## src/rtl/uart_byte_tx.sv

```systemverilog
// UART transmitter that drains the capture buffer one byte at a time over a get/ready handshake
// and sends each byte as start, LSB-first data, optional parity and stop bit(s).
module uart_byte_tx #(
    parameter int N         = 8,
    parameter int CLK_DIV   = 434,
    parameter int PARITY    = 0,
    parameter int STOP_BITS = 1
) (
    input  logic         rdclk,
    input  logic         nreset,
    input  logic         en,
    input  logic         buf_empty,
    input  logic [N-1:0] byte_in,
    input  logic         byte_ready,
    output logic         get,
    output logic         tx,
    output logic         busy
);

    localparam int TW = $clog2(CLK_DIV);
    localparam int BW = (N > 1) ? $clog2(N) : 1;
    localparam logic [TW-1:0] T_LAST = TW'(CLK_DIV - 1);
    localparam logic [BW-1:0] B_LAST = BW'(N - 1);
    localparam logic          S_LAST = (STOP_BITS == 2);

    typedef enum logic [2:0] {IDLE, REQ, START, DATA, PARITY_BIT, STOP} state_t;

    state_t        state, state_d;
    logic [TW-1:0] timer, timer_d;
    logic [BW-1:0] bit_idx, bit_d;
    logic          stop_idx, stop_d;
    logic [N-1:0]  shift, shift_d;
    logic          par_bit, par_d;
    logic          get_d, tx_d, busy_d;
    logic          bit_end;

    always_ff @(posedge rdclk or negedge nreset) begin
        if (!nreset) begin
            state    <= IDLE;
            timer    <= '0;
            bit_idx  <= '0;
            stop_idx <= 1'b0;
            shift    <= '0;
            par_bit  <= 1'b0;
            get      <= 1'b0;
            tx       <= 1'b1;
            busy     <= 1'b0;
        end else begin
            state    <= state_d;
            timer    <= timer_d;
            bit_idx  <= bit_d;
            stop_idx <= stop_d;
            shift    <= shift_d;
            par_bit  <= par_d;
            get      <= get_d;
            tx       <= tx_d;
            busy     <= busy_d;
        end
    end

    always_comb begin
        state_d = state;
        timer_d = timer;
        bit_d   = bit_idx;
        stop_d  = stop_idx;
        shift_d = shift;
        par_d   = par_bit;
        get_d   = get;
        tx_d    = tx;
        busy_d  = busy;
        bit_end = (timer == T_LAST);

        // The bit timer free-runs through the frame and wraps on every bit boundary.
        if (state inside {START, DATA, PARITY_BIT, STOP})
            timer_d = bit_end ? '0 : timer + 1'b1;

        case (state)
            IDLE: begin
                if (en && !buf_empty) begin
                    state_d = REQ;
                    get_d   = 1'b1;
                    busy_d  = 1'b1;
                end
            end
            REQ: begin
                // get drops on the capture edge so the buffer hands over exactly one byte.
                if (byte_ready) begin
                    shift_d = byte_in;
                    par_d   = (PARITY == 2) ? ~(^byte_in) : ^byte_in;
                    get_d   = 1'b0;
                    tx_d    = 1'b0;
                    timer_d = '0;
                    state_d = START;
                end else if (buf_empty) begin
                    get_d   = 1'b0;
                    busy_d  = 1'b0;
                    state_d = IDLE;
                end
            end
            START: begin
                if (bit_end) begin
                    tx_d    = shift[0];
                    shift_d = shift >> 1;
                    bit_d   = '0;
                    state_d = DATA;
                end
            end
            DATA: begin
                if (bit_end) begin
                    if (bit_idx == B_LAST) begin
                        if (PARITY != 0) begin
                            tx_d    = par_bit;
                            state_d = PARITY_BIT;
                        end else begin
                            tx_d    = 1'b1;
                            stop_d  = 1'b0;
                            state_d = STOP;
                        end
                    end else begin
                        tx_d    = shift[0];
                        shift_d = shift >> 1;
                        bit_d   = bit_idx + 1'b1;
                    end
                end
            end
            PARITY_BIT: begin
                if (bit_end) begin
                    tx_d    = 1'b1;
                    stop_d  = 1'b0;
                    state_d = STOP;
                end
            end
            STOP: begin
                if (bit_end) begin
                    if (stop_idx == S_LAST) begin
                        if (en && !buf_empty) begin
                            get_d   = 1'b1;
                            state_d = REQ;
                        end else begin
                            busy_d  = 1'b0;
                            state_d = IDLE;
                        end
                    end else begin
                        stop_d = 1'b1;
                    end
                end
            end
            default: state_d = IDLE;
        endcase
    end

endmodule
```

## config.mk

```make
export PLATFORM = sky130hd
export DESIGN_NAME = uart_byte_tx
export DESIGN_NICKNAME = d
export VERILOG_FILES = /design/src/rtl/uart_byte_tx.sv
export SDC_FILE = /design/constraint.sdc
export NUM_CORES = 1
export LEC_CHECK = 0
export BUFFER_PORTS_ARGS = -buffer_cell sky130_fd_sc_hd__buf_2
export CAP_MARGIN = 20
export CORE_UTILIZATION = 60
export DETAILED_ROUTE_END_ITERATION = 8
export MAX_ROUTING_LAYER = met4
export PLACE_DENSITY = 0.84
export SLEW_MARGIN = 20
export SYNTH_ARGS = -nofsm -noshare
export SYNTH_HDL_FRONTEND = slang
export SYNTH_SLANG_ARGS = --single-unit
```

## constraint.sdc

```tcl
create_clock -name rdclk -period 4.8 [get_ports rdclk]
set_input_delay 0.72 -clock rdclk [delete_from_list [all_inputs] [get_ports rdclk]]
set_output_delay 0.72 -clock rdclk [all_outputs]
set_load 0.1 [all_outputs]
```

=== Word-level counts from Yosys, hierarchy flattened ===
Cells that the tools add are included.

* Output and inout bits: 3
* Bits of input ports: 13
* Logic and storage cells: 94
* Register bits after elaboration: 27

* Equal/unequal tests: 20
* Reductions and logical operators: 16
* Add/sub/neg operators: 2
* Muxes and demuxes: 48

{| class="wikitable"
|+ Operator list
! operator !! count
|-
| $mux 3 || 12
|-
| $mux 9 || 4
|-
| $mux 8 || 4
|-
| $pmux 8 s3 || 1
|-
| $ne 2x2->1 const B || 11
|-
| $mux 1 || 21
|-
| $pmux 3 s6 || 1
|-
| $reduce_and 5->1 || 3
|-
| $add 9x1->9 const B || 1
|-
| $eq 3x3->1 const B || 3
|-
| $eq 9x9->1 const B || 1
|-
| $pmux 1 s3 || 3
|-
| $reduce_bool 3->1 || 3
|-
| $reduce_and 4->1 || 2
|-
| $reduce_and 8->1 || 1
|-
| $reduce_bool 4->1 || 2
|-
| $reduce_and 7->1 || 1
|-
| $eq 3x2->1 const B || 2
|-
| $pmux 3 s2 || 1
|-
| $pmux 1 s4 || 1
|-
| $add 3x1->3 const B || 1
|-
| $eq 3x1->1 const B || 1
|-
| $logic_not 3->1 || 1
|-
| $ne 3x3->1 const B || 1
|-
| 4 further kinds || 4
|}

=== Longest topological paths before layout ===
Gate-level depths: netlist of run 1.

* Depth after elaboration: 6
* Gate-level depth with buffers: 8
* Gate-level depth less buffers: 6

=== Worst setup path after synthesis of run 1 ===
Ideal clock, no wire load.

* Path kind: register -> register
* Start point: reg state[2]
* End point: reg timer[7]
* Arrival time: 1858 ps
* Stages on the path, launching flop included: 9
* Setup slack: 2810 ps
* Required time: 4669 ps
* Setup time: 131 ps
* Cells stage by stage: dfrtp_1 -> clkbuf_1 -> inv_1 -> ha_1 -> clkbuf_1 -> nand4b_1 -> nor3_1 -> xnor2_1 -> nor2_1

* Longest elaborated chain between the ends: 5

{| class="wikitable"
|+ Ends and longest elaborated chain
! element !! line !! text
|-
| start, declared || 28 || <nowiki>state_t state, state_d;</nowiki>
|-
| start signal, assigned || 49 || <nowiki>state <= state_d;</nowiki>
|-
| $eq 3x2->1 or $eq 3x3->1 (tied branches) || 74 || <nowiki>if (state inside {START, DATA, PARITY_BIT, STOP})</nowiki>
|-
| $reduce_bool 4->1 || 74 ||
|-
| $mux 9 || 74 ||
|-
| $mux 9 || 87 || <nowiki>if (byte_ready) begin</nowiki>
|-
| $mux 9 (*) || 77 || <nowiki>case (state)</nowiki>
|-
| named net timer_d[7] || 29 || <nowiki>logic [TW-1:0] timer, timer_d;</nowiki>
|-
| end signal, assigned || 50 || <nowiki>timer <= timer_d;</nowiki>
|-
| end, declared || 29 ||
|}

The timed path passes the listed nets; every way through them passes the cells marked *.
A chain may end at the register's enable or synchronous reset.

=== Worst setup path in the final report of run 1 ===
* Start point: reg state[1]
* End point: reg shift[4]

* Longest elaborated chain between the ends: 3

{| class="wikitable"
|+ Ends and longest elaborated chain
! element !! line !! text
|-
| $eq 3x2->1 or $eq 3x1->1 (tied branches) || 77 ||
|-
| $ne 2x2->1 (no source line) or $reduce_bool 3->1 (tied branches) || - ||
|-
| $reduce_and 5->1 (no source line) || - ||
|-
| end signal, assigned || 53 || <nowiki>shift <= shift_d;</nowiki>
|-
| end, declared || 32 || <nowiki>logic [N-1:0] shift, shift_d;</nowiki>
|}

Parallel ways exist; a longest one is shown, timed or not.

==> parameters.txt, run 1 <==
Parameter                              Value

Run status
  Run status    finished clean

Synth
  Dominant cell type by area after synthesis    sky130_fd_sc_hd__dfrtp_1
  Synthesized netlist net count    between 150 and 200
  Synthesized instance count    151
  Yosys warning total    0
  Synth async-reset ratio    100%
  Area of the mapped netlist    0.00155 mm2
  Cell types with the highest counts after synthesis    sky130_fd_sc_hd__dfrtp_1, sky130_fd_sc_hd__nor2_1, sky130_fd_sc_hd__nand2_1, sky130_fd_sc_hd__mux2_1, sky130_fd_sc_hd__mux2_2
  Portion of synthesized cell area occupied by the leading cell type    40.5%
  Sequential area share after synthesis    a little over two fifths
  Most common cell in the synthesized netlist    sky130_fd_sc_hd__dfrtp_1
  Number of flip-flops and latches in the synthesized netlist    26
  Top_reg_cell synth    sky130_fd_sc_hd__dfrtp_1
  Post-synthesis cell type count    47
  Ranking of synthesized cells by area    sky130_fd_sc_hd__dfrtp_1, sky130_fd_sc_hd__mux2_1, sky130_fd_sc_hd__mux2_2
  Mean instance size in the synthesized netlist    10.2 um2
  EDFF count, synth    0

Route
  Count of antenna-violating nets left after detailed routing    0
  Number of DRC violations after detailed routing    0
  Post-detailed-routing wire length    3.03 mm
  Detailed-route vias per instance    just over 6
  Pre-antenna DRT Iters    4
  Violation count after the first detailed-route iteration    22
  Routed wire per std cell    15.7 um
  Via count of the routed design    1173

Timing
  Final critical-path required period    2470 ps
  Post-route fraction of the period consumed by the critical path    51.5%
  Total count of max-transition violations in the final report    0
  RSZ-0062 raised after global routing    false
  Final Hold Violating Endpoints    0
  Worst rel slew slack    between 50 and 60%
  Maximum clock frequency    roughly 0.4 GHz
  Tightest Pin Transition    703 ps
  Final-report setup violation count    0
  Setup TNS    0 ps
  Final clock skew    approximately 3.5 ps
  Hold WS    369 ps

Floorplan
  Initial core utilization    a little over three fifths
  # IOs    16
  Die span in y    52.8 um
  Die Span X    52.8 um
  Full die area    0.00278 mm2
  Num rows    18
  Core region area    0.00245 mm2

Pwr
  Pwr Density    211 mW/mm2
  Int Pwr    271 uW
  Worst ir drop on vdd    0.237 mV
  Leakage power    a little under 0.8 nW
  Logic pwr share    4.7%
  Switching power share of the total    22.8%
  Power, Total    roughly 350 uW
  Clock network fraction of design power    32.7%
  Net Switching    approximately 80 uW
  Part of the power in registers    62.6%

Critical path
  Critical Path Source Type    register
  CP arrival    2700 ps
  Cell breakdown of the critical path    ha_1 -> mux2i_1 -> nor2b_1 -> mux2_1
  Slack of the worst reg-to-reg path    2330 ps
  Critical path data required time    5030 ps
  Category of the worst setup path capture point    register
  Delay of the slowest critical-path stage    680 ps
  Critical register-to-register path endpoint    shift[4]
  CP delay by family, top    flip-flops
  Worst-path cell with the longest stage delay    sky130_fd_sc_hd__dfrtp_1
  Maximum net fanout on the critical path    16
  Cell count of the worst reg-to-reg path    4
  Start-to-end type of the worst setup path    register to register
  Crit path buf inv count    0
  Reg2Reg Launch Point    state[1]

Clock network
  Number of gates resized after cts    0
  Clock buffer depth    2
  Clock-pin slew reported for the worst setup and hold paths after clock tree synthesis    140 ps
  Hold-fix buffer count after cts    0
  Clock sink count    26
  Cell at the root of the clock tree    sky130_fd_sc_hd__clkbuf_4
  Htree depth    1
  CTS tree    yes
  Num CTS Buffers    3
  Later-pin clock latency in the skew report    330 ps
  Setup fix buffers added after clock tree synthesis    0

Global routing
  Initial antenna violation count    0
  GRT overflow    0
  Total global-route track usage    26.0%
  Largest net degree at the start of global routing    27
  Global-route wire length before repair    about 4.9 mm
  Via count of the first global-routing pass    1110

Cells and area
  Area Overhead vs Synth    7.36%
  Number of antenna repair diodes    0
  Final net count    about 180
  Layout cells sized above 1    21.5%

Placed design
  Gpl congestion    0.882
  PortBufs    15
  Total half-perimeter wirelength after legalization and detailed placement    2.20 mm

Worst hold path
  Min-Delay Path Class    input pin to asynchronous set/reset pin

Flow run
  Number of max-cap violations    0
==> per-stage QoR <==
stage                     instance area, um2  instances  setup slack (ps)  util, %
after CTS                               1660        193              2320     67.6
after detailed placement                1620        189              2350     66.2
after global placement                  1620        189              2480     66.2
after global routing                    1660        193              2120     67.6
after floorplan                         1550        151              2810        -
final                                   1660        193              2330     67.6
==> state kept, by name, summed over array words and instances, names as in the netlist <==
name and flops:
busy 1, tx 1, shift 8, bit_idx 3
get 1, state 3, timer 9
==> worst max path at each step <==
stage                     from        to  slack (ps)  cells after the start
floorplan             state[2]  timer[7]        2810                      8
global placement    bit_idx[0]  shift[0]        2480                      6
detailed placement  bit_idx[0]  shift[4]        2350                      6
CTS                 bit_idx[0]  shift[4]        2320                      6
global route        bit_idx[0]  shift[4]        2120                      6
finish                state[1]  shift[4]        2330                      4
==> cell type report <==
type                       count  area (um2)
inverter                       7        26.3
clock buffer                   4        36.3
fill                         194         795
timing repair buffer          15        75.1
sequential                    26         652
multi-input combinational    111         833
tap                           30        37.5
==> power groups by stage <==
| stage | clock, mW | sequential [mW] | combinational, mW |
|---|---|---|---|
| after CTS | 0.116 | 0.220 | 0.0166 |
| after global placement | 0 | 0.224 | 0.0161 |
| final | 0.115 | 0.220 | 0.0165 |
| after detailed placement | 0 | 0.224 | 0.0165 |
| after floorplan | 0 | 0.227 | 0.00247 |
| after global routing | 0.123 | 0.220 | 0.0182 |
==> routing by layer <==
layer / wire [um] / up-vias / part of all wire, % / track usage (%)
li1: - / 566 / - / -
met1: 1390 / 576 / 46 / 30.9
met2: 1480 / 22 / 49 / 43.2
met3: 76 / 9 / 2.5 / 4.06
met4: 81 / 0 / 2.7 / 11.8
met5: 0 / - / 0 / -
==> kinds of logic after synthesis <==
family	Yosys count	synth area share, %
AO/OA/AOI/OAI	27	12.9
XOR/XNOR	8	4.53
adder cells (fa/ha/maj)	6	4.85
buffers and inverters	14	3.96
flip-flops	26	42.2
multiplexers	17	12.3
AND/OR/NAND/NOR	53	19.3
==> placed cells by master, fill, tap and decap left out, types with 2 or more instances in the layout <==
| master | count |
|---|---|
| sky130_fd_sc_hd__dfrtp_1 | 25 |
| sky130_fd_sc_hd__nor2_1 | 17 |
| sky130_fd_sc_hd__buf_2 | 15 |
| sky130_fd_sc_hd__nand2_1 | 12 |
| sky130_fd_sc_hd__mux2_1 | 8 |
| sky130_fd_sc_hd__mux2_2 | 8 |
| sky130_fd_sc_hd__inv_1 | 6 |
| sky130_fd_sc_hd__ha_1 | 6 |
| sky130_fd_sc_hd__xnor2_1 | 5 |
| sky130_fd_sc_hd__nor2b_1 | 5 |
| sky130_fd_sc_hd__a21oi_1 | 5 |
| sky130_fd_sc_hd__nand4b_1 | 3 |
| sky130_fd_sc_hd__nor3_1 | 3 |
| sky130_fd_sc_hd__xor2_1 | 3 |
| sky130_fd_sc_hd__nand2b_1 | 3 |
| sky130_fd_sc_hd__o21ai_1 | 3 |
| sky130_fd_sc_hd__clkbuf_4 | 3 |
| sky130_fd_sc_hd__o22ai_1 | 2 |
| sky130_fd_sc_hd__o31ai_1 | 2 |
| sky130_fd_sc_hd__o21ai_0 | 2 |
(Power assumes the default switching activity.)
==> inputs of run 2 (changes only) <==
CORE_UTILIZATION = 52   (was 60)
PLACE_DENSITY = 0.78   (was 0.84)
clock period = 2.2 ns   (was 4.8 ns; I/O delays follow)
==> run 2 against run 1 <==
  * Utilization decreased by 5.3 points
  * Fmax increased by 21%
  * Setup slack got worse by 2200 ps
  * Final area increased by 4.4%
  * Wire length increased by 1.5%
  * Critical path depth increased by 3
  * Total power increased by 140%
  * Critical path type unchanged
  * Largest power group unchanged
==> parameters.txt, run 2 (synthesis results as in run 1) <==
Parameter                              Value

Run status
  Run status    finished clean

Floorplan
  Die span in y    56.5 um (+7.1%)
  Full die area    0.00320 mm2 (+15%)
  Core region area    0.00278 mm2 (+13%)
  Num rows    19 (+1)
  Initial core utilization    55.6% (-7.4 points)
  # IOs    16 (unchanged)
  Die Span X    56.5 um (+7.1%)

Clock network
  Clock buffer depth    2 (unchanged)
  Num CTS Buffers    3 (unchanged)
  Cell at the root of the clock tree    sky130_fd_sc_hd__clkbuf_4
  Later-pin clock latency in the skew report    330 ps (about the same)
  Clock sink count    26 (unchanged)
  Number of gates resized after cts    0 (unchanged)
  Hold-fix buffer count after cts    1 (+1)
  Clock-pin slew reported for the worst setup and hold paths after clock tree synthesis    150 ps (about the same)
  Htree depth    1 (unchanged)
  Setup fix buffers added after clock tree synthesis    0 (unchanged)
  CTS tree    yes

Timing
  Final clock skew    11.5 ps (+8.07 ps)
  RSZ-0062 raised after global routing    false
  Post-layout worst setup margin    161 ps (-2170 ps)
  Final Hold Violating Endpoints    0 (unchanged)
  Final-report setup violation count    0 (unchanged)
  Tightest Pin Transition    571 ps (-133 ps)
  Worst rel slew slack    62.0% (+8.9 points)
  Setup TNS    0 ps (unchanged)
  Total count of max-transition violations in the final report    0 (unchanged)
  Maximum clock frequency    0.490 GHz (+21%)
  Final critical-path required period    2040 ps (-433 ps)
  Post-route fraction of the period consumed by the critical path    92.7% (+41 points)

Global routing
  GRT overflow    0 (unchanged)
  Largest net degree at the start of global routing    27 (unchanged)
  Global-route wire length before repair    5.54 mm (+13%)
  Initial antenna violation count    0 (unchanged)
  Via count of the first global-routing pass    1240 (+12%)
  Total global-route track usage    23.0% (-3.0 points)

Cells and area
  Commonest non-fill, non-tap cell in the layout    sky130_fd_sc_hd__dfrtp_1
  Largest register by flop count    timer
  Layout Cell Area excl Fill    0.00173 mm2 (+4.4%)
  Layout cells sized above 1    24.1% (+2.6 points)
  Number of antenna repair diodes    0 (unchanged)
  Number of flip-flops in the largest register    9 (unchanged)
  Final net count    190 (+3.8%)
  Area Overhead vs Synth    12.1%
  Top flop regs    timer: 9 flops, shift: 8 flops
  Highest-count cells in the layout ignoring fill and taps    sky130_fd_sc_hd__dfrtp_1, sky130_fd_sc_hd__nor2_1, sky130_fd_sc_hd__buf_2

Critical path
  Category of the worst setup path capture point    register
  Start-to-end type of the worst setup path    register to register
  CP arrival    2260 ps (-440 ps)
  Maximum net fanout on the critical path    8 (-8)
  Critical path data required time    2420 ps (-2610 ps)
  Critical Path Source Type    register
  Slack of the worst reg-to-reg path    160 ps (-2170 ps)

Placed design
  Instance area after placement    0.00167 mm2 (+2.9%)
  Place WS    171 ps (-2180 ps)
  Gpl congestion    0.897 (+1.6%)
  PortBufs    15 (unchanged)
  Total half-perimeter wirelength after legalization and detailed placement    2.29 mm (+3.8%)

Pwr
  Pwr Density    490 mW/mm2 (+130%)
  Switching power share of the total    20.5% (-2.3 points)
  Int Pwr    675 uW (+150%)
  Net Switching    174 uW (+120%)
  Logic pwr share    4.3% (-0.4 points)
  Leakage power    0.829 nW (+5.2%)
  Part of the power in registers    56.5% (-6.1 points)
  Clock network fraction of design power    39.3% (+6.6 points)
  Worst ir drop on vdd    0.654 mV (+180%)

Route
  Via count of the routed design    1181 (+0.68%)
  Number of DRC violations after detailed routing    0 (unchanged)
  Violation count after the first detailed-route iteration    58 (+160%)
  Post-detailed-routing wire length    3.08 mm (+1.5%)
  Pre-antenna DRT Iters    4 (unchanged)
  Routed wire per std cell    15.3 um (-2.5%)
  Detailed-route vias per instance    5.88 (-3.3%)
  Count of antenna-violating nets left after detailed routing    0 (unchanged)

Worst hold path
  Min-Delay Path Class    input pin to register

Flow run
  Number of max-cap violations    0 (unchanged)
==> run 2: cell types whose count changed in the layout (fill, tap and decap cells not counted), sizes merged <==
cell	before	now
buf	15	21
bufinv	0	1
clkbuf	4	3
dlygate4sd3	0	1
==> run 2: final cells by class <==
cell class              instances  area, um2
clock buffers                   3       22.5
clock inverters                 1       30.0
flip-flops and latches         26        652
fillers                       225       1050
multi-input cells             111        833
well taps                      31       38.8
repair buffers                 22        130
inverters                       7       26.3
==> run 2: critical path: stages (launching register included) <==
cell and delay [ps]:
sky130_fd_sc_hd__dfrtp_1 410, sky130_fd_sc_hd__ha_1 200, sky130_fd_sc_hd__ha_1 230, sky130_fd_sc_hd__and2_1 190, sky130_fd_sc_hd__o31ai_1 230, sky130_fd_sc_hd__nor2b_1 160
sky130_fd_sc_hd__buf_4 180, sky130_fd_sc_hd__mux2_1 340
==> run 2: metrics by stage <==
| stage | instances | total power, mW | util (%) | hold slack (ps) |
|---|---|---|---|---|
| 2_1_floorplan | 151 | 0.501 | - | 34.4 |
| 3_3_place_gp | 196 | 0.523 | 60.1 | 344 |
| 3_5_place_dp | 196 | 0.524 | 60.1 | 358 |
| 4_1_cts | 201 | 0.859 | 62.3 | 254 |
| 5_1_grt | 201 | 0.880 | 62.3 | 258 |
| 6_report | 201 | 0.849 | 62.3 | 250 |
==> run 2: worst paths after layout <==
check,startpoint,to,cells past startpoint
min,byte_in[7],shift[7],3
max,bit_idx[0],shift[1],7
max in group asynchronous,nreset,timer[7],2
max reg2reg,bit_idx[0],shift[1],7
min in group asynchronous,nreset,get,2
min reg2reg,shift[3],shift[3],1
==> run 2: per-layer routing <==
layer  up-vias  GRT usage, %  share of wire, %
met1       583          28.5                45
met5         -             -                 0
li1        570             -                 -
met2        22          36.8                50
met3         6          5.76               3.5
met4         0          7.67               1.6
==> run 2: power by group through the flow <==
stage               sequential [mW]  combinational (mW)  clock (mW)
floorplan                     0.495             0.00539           0
global placement              0.488              0.0346           0
detailed placement            0.488              0.0358           0
CTS                           0.480              0.0371       0.342
global route                  0.480              0.0412       0.359
finish                        0.479              0.0363       0.333
==> inputs of run 3 (changes only) <==
--- a/config.mk
+++ b/config.mk
@@ -6,10 +6,10 @@
 export NUM_CORES = 1
 export LEC_CHECK = 0
-export BUFFER_PORTS_ARGS = -buffer_cell sky130_fd_sc_hd__buf_2
 export CAP_MARGIN = 20
-export CORE_UTILIZATION = 52
+export CORE_UTILIZATION = 56
 export DETAILED_ROUTE_END_ITERATION = 8
+export DONT_BUFFER_PORTS = 1
 export MAX_ROUTING_LAYER = met4
-export PLACE_DENSITY = 0.78
+export PLACE_DENSITY = 0.77
 export SLEW_MARGIN = 20
 export SYNTH_ARGS = -nofsm -noshare
==> constraint.sdc (replaced) <==
create_clock -name rdclk -period 2.2 [get_ports rdclk]
set_input_delay 0.22 -clock rdclk [delete_from_list [all_inputs] [get_ports rdclk]]
set_output_delay 0.22 -clock rdclk [all_outputs]
set_load 0.1 [all_outputs]
==> run 3 against run 2 <==
  * Sequential share of layout area grew 0.69 points
  * Clock skew decreased by 4.5 ps
  * Global-route usage up 1.8 points
  * Worst hold slack got worse by 220 ps
  * Via count shrank 3.3%
  * Setup slack got worse by 17 ps
  * First-iteration DRC count is 50% lower
  * Clock power about the same
  * Utilization rose by 4.6 points
==> parameters.txt, run 3 (synthesis results as in run 1) <==
Parameter                              Value

Placed design
  Dpl cells    182 (-7.1%)
  Total half-perimeter wirelength after legalization and detailed placement    2.14 mm (-6.4%)
  PortBufs    0 (-15)
  Gpl congestion    0.865 (-3.5%)

Clock network
  Cell at the root of the clock tree    sky130_fd_sc_hd__clkbuf_4
  Htree depth    1 (unchanged)
  Hold-fix buffer count after cts    3 (+2)
  Number of gates resized after cts    0 (unchanged)
  Num CTS Buffers    3 (unchanged)
  Clock-pin slew reported for the worst setup and hold paths after clock tree synthesis    150 ps (about the same)
  CTS tree    yes
  Clock buffer depth    2 (unchanged)
  Later-pin clock latency in the skew report    330 ps (about the same)
  Setup fix buffers added after clock tree synthesis    0 (unchanged)
  Clock sink count    26 (unchanged)

Floorplan
  Die Span X    54.6 um (-3.5%)
  Core region area    0.00254 mm2 (-8.5%)
  Num rows    18 (-1)
  Die span in y    54.6 um (-3.5%)
  # IOs    16 (unchanged)
  Full die area    0.00298 mm2 (-6.9%)
  Initial core utilization    60.8% (+5.2 points)

Route
  Post-detailed-routing wire length    2.98 mm (-3.0%)
  Pre-antenna DRT Iters    4 (unchanged)
  Count of antenna-violating nets left after detailed routing    0 (unchanged)
  Routed wire per std cell    15.8 um (+3.2%)
  Via count of the routed design    1142 (-3.3%)
  Number of DRC violations after detailed routing    0 (unchanged)
  Detailed-route vias per instance    6.04 (+2.8%)
  Violation count after the first detailed-route iteration    29 (-50%)

Pwr
  Leakage power    0.793 nW (-4.3%)
  Worst ir drop on vdd    0.473 mV (-28%)
  Pwr Density    496 mW/mm2 (+1.2%)

Critical path
  Category of the worst setup path capture point    register
  Critical Path Source Type    register
  Maximum net fanout on the critical path    8 (unchanged)
  CP arrival    2290 ps (+30 ps)
  Reg2Reg Launch Point    bit_idx[0]
  Critical path data required time    2430 ps (about the same)
  Critical register-to-register path endpoint    shift[2]
  Cell count of the worst reg-to-reg path    7 (unchanged)
  Start-to-end type of the worst setup path    register to register
  Slack of the worst reg-to-reg path    140 ps (-20 ps)

Global routing
  Largest net degree at the start of global routing    27 (unchanged)
  Initial antenna violation count    0 (unchanged)
  Via count of the first global-routing pass    1098 (-11%)
  GRT overflow    0 (unchanged)
  Global-route wire length before repair    5.04 mm (-9.0%)
  Total global-route track usage    24.8% (+1.8 points)

Flow run
  Number of max-cap violations    0 (unchanged)

Cells and area
  Number of flip-flops in the largest register    9 (unchanged)
  Commonest non-fill, non-tap cell in the layout    sky130_fd_sc_hd__dfrtp_1
  Filler cell count in the final layout    193 (-14%)
  Largest register by flop count    timer
  Top flop regs    timer: 9 flops, shift: 8 flops
  Final net count    179 (-5.8%)
  Layout cells sized above 1    18.2% (-5.9 points)
  Highest-count cells in the layout ignoring fill and taps    sky130_fd_sc_hd__dfrtp_1, sky130_fd_sc_hd__nor2_1, sky130_fd_sc_hd__nand2_1
  Number of antenna repair diodes    0 (unchanged)
  Area Overhead vs Synth    10.0%
  Number of standard cells in the final layout excluding fillers    189 (-6.0%)

Worst hold path
  Min-Delay Path Class    input pin to register
  Source of the worst hold timing path    byte_in[7]
  Hold Path Cell Cnt    2 (-1)
  Endpoint, Worst Hold    shift[7]

Timing
  Final clock skew    7.02 ps (-4.51 ps)
  Final Hold Violating Endpoints    0 (unchanged)
  Post-route fraction of the period consumed by the critical path    93.5% (+0.78 points)
  Setup TNS    0 ps (unchanged)
  Total count of max-transition violations in the final report    0 (unchanged)
  Final critical-path required period    2060 ps (+17.1 ps)
  Final-report setup violation count    0 (unchanged)
  Tightest Pin Transition    520 ps (-50.3 ps)
  RSZ-0062 raised after global routing    false
  Worst rel slew slack    65.3% (+3.4 points)
  Maximum clock frequency    0.486 GHz (-0.83%)

Run status
  Run status    finished clean
-- run 3: changes by cell type in the layout (fill, tap and decap cells not counted) --
| cell | before | now |
|---|---|---|
| sky130_fd_sc_hd__buf_2 | 15 | 0 |
| sky130_fd_sc_hd__buf_4 | 6 | 8 |
| sky130_fd_sc_hd__buf_12 | 0 | 1 |
| sky130_fd_sc_hd__dlygate4sd3_1 | 1 | 2 |
-- run 3: cell type report --
class | count | area [um2] | share of cell area (%)
Timing Repair Buffer | 11 | 100 | 5.88
Tap cell | 30 | 37.5 | 2.21
Clock buffer | 3 | 22.5 | 1.32
Inverter | 7 | 26.3 | 1.54
Multi-Input combinational cell | 111 | 833 | 49.0
Sequential cell | 26 | 652 | 38.3
Clock inverter | 1 | 30.0 | 1.76
-- run 3: per-layer routing --
layer | GRT usage [%] | routed length [um] | vias to the layer above
li1 | - | - | 550
met1 | 31.6 | 1490 | 571
met2 | 40.9 | 1400 | 16
met3 | 3.33 | 59 | 5
met4 | 7.69 | 36 | 0
met5 | - | 0 | -
-- run 3: through the flow --
| step | worst slack [ps] | area (um2) | hold WS (ps) | total power [mW] | util, % |
|---|---|---|---|---|---|
| floorplan | 210 | 1550 | -75.6 | 0.501 | - |
| global placement | 230 | 1610 | -75.1 | 0.503 | 63.2 |
| detailed placement | 143 | 1610 | -75.1 | 0.503 | 63.2 |
| CTS | 130 | 1700 | 19.6 | 0.853 | 66.9 |
| global route | 37.8 | 1700 | 14.2 | 0.872 | 66.9 |
| finish | 144 | 1700 | 27.7 | 0.843 | 66.9 |
-- run 3: worst max-delay path: stages (launching register included) --
cell and delay (ps):
sky130_fd_sc_hd__dfrtp_1 420, sky130_fd_sc_hd__ha_1 200, sky130_fd_sc_hd__ha_1 230, sky130_fd_sc_hd__and2_1 190, sky130_fd_sc_hd__o31ai_1 240, sky130_fd_sc_hd__nor2b_1 170
sky130_fd_sc_hd__buf_4 170, sky130_fd_sc_hd__mux2_1 330
-- run 3: report_power, final --
group	internal (mW)	leakage, nW	switching [mW]
registers	0.479	0.326	0.000409
clock network	0.184	0.0279	0.148
logic	0.00980	0.440	0.0214
-- run 3: how the worst max path moves through the flow --
stage               start        to  cells past startpoint
2_1_floorplan    state[2]  timer[7]                      8
3_3_place_gp   bit_idx[0]  shift[0]                      7
3_5_place_dp   bit_idx[0]  shift[2]                      7
4_1_cts        bit_idx[0]  shift[2]                      7
5_1_grt        bit_idx[0]  shift[2]                      7
6_report       bit_idx[0]  shift[2]                      7
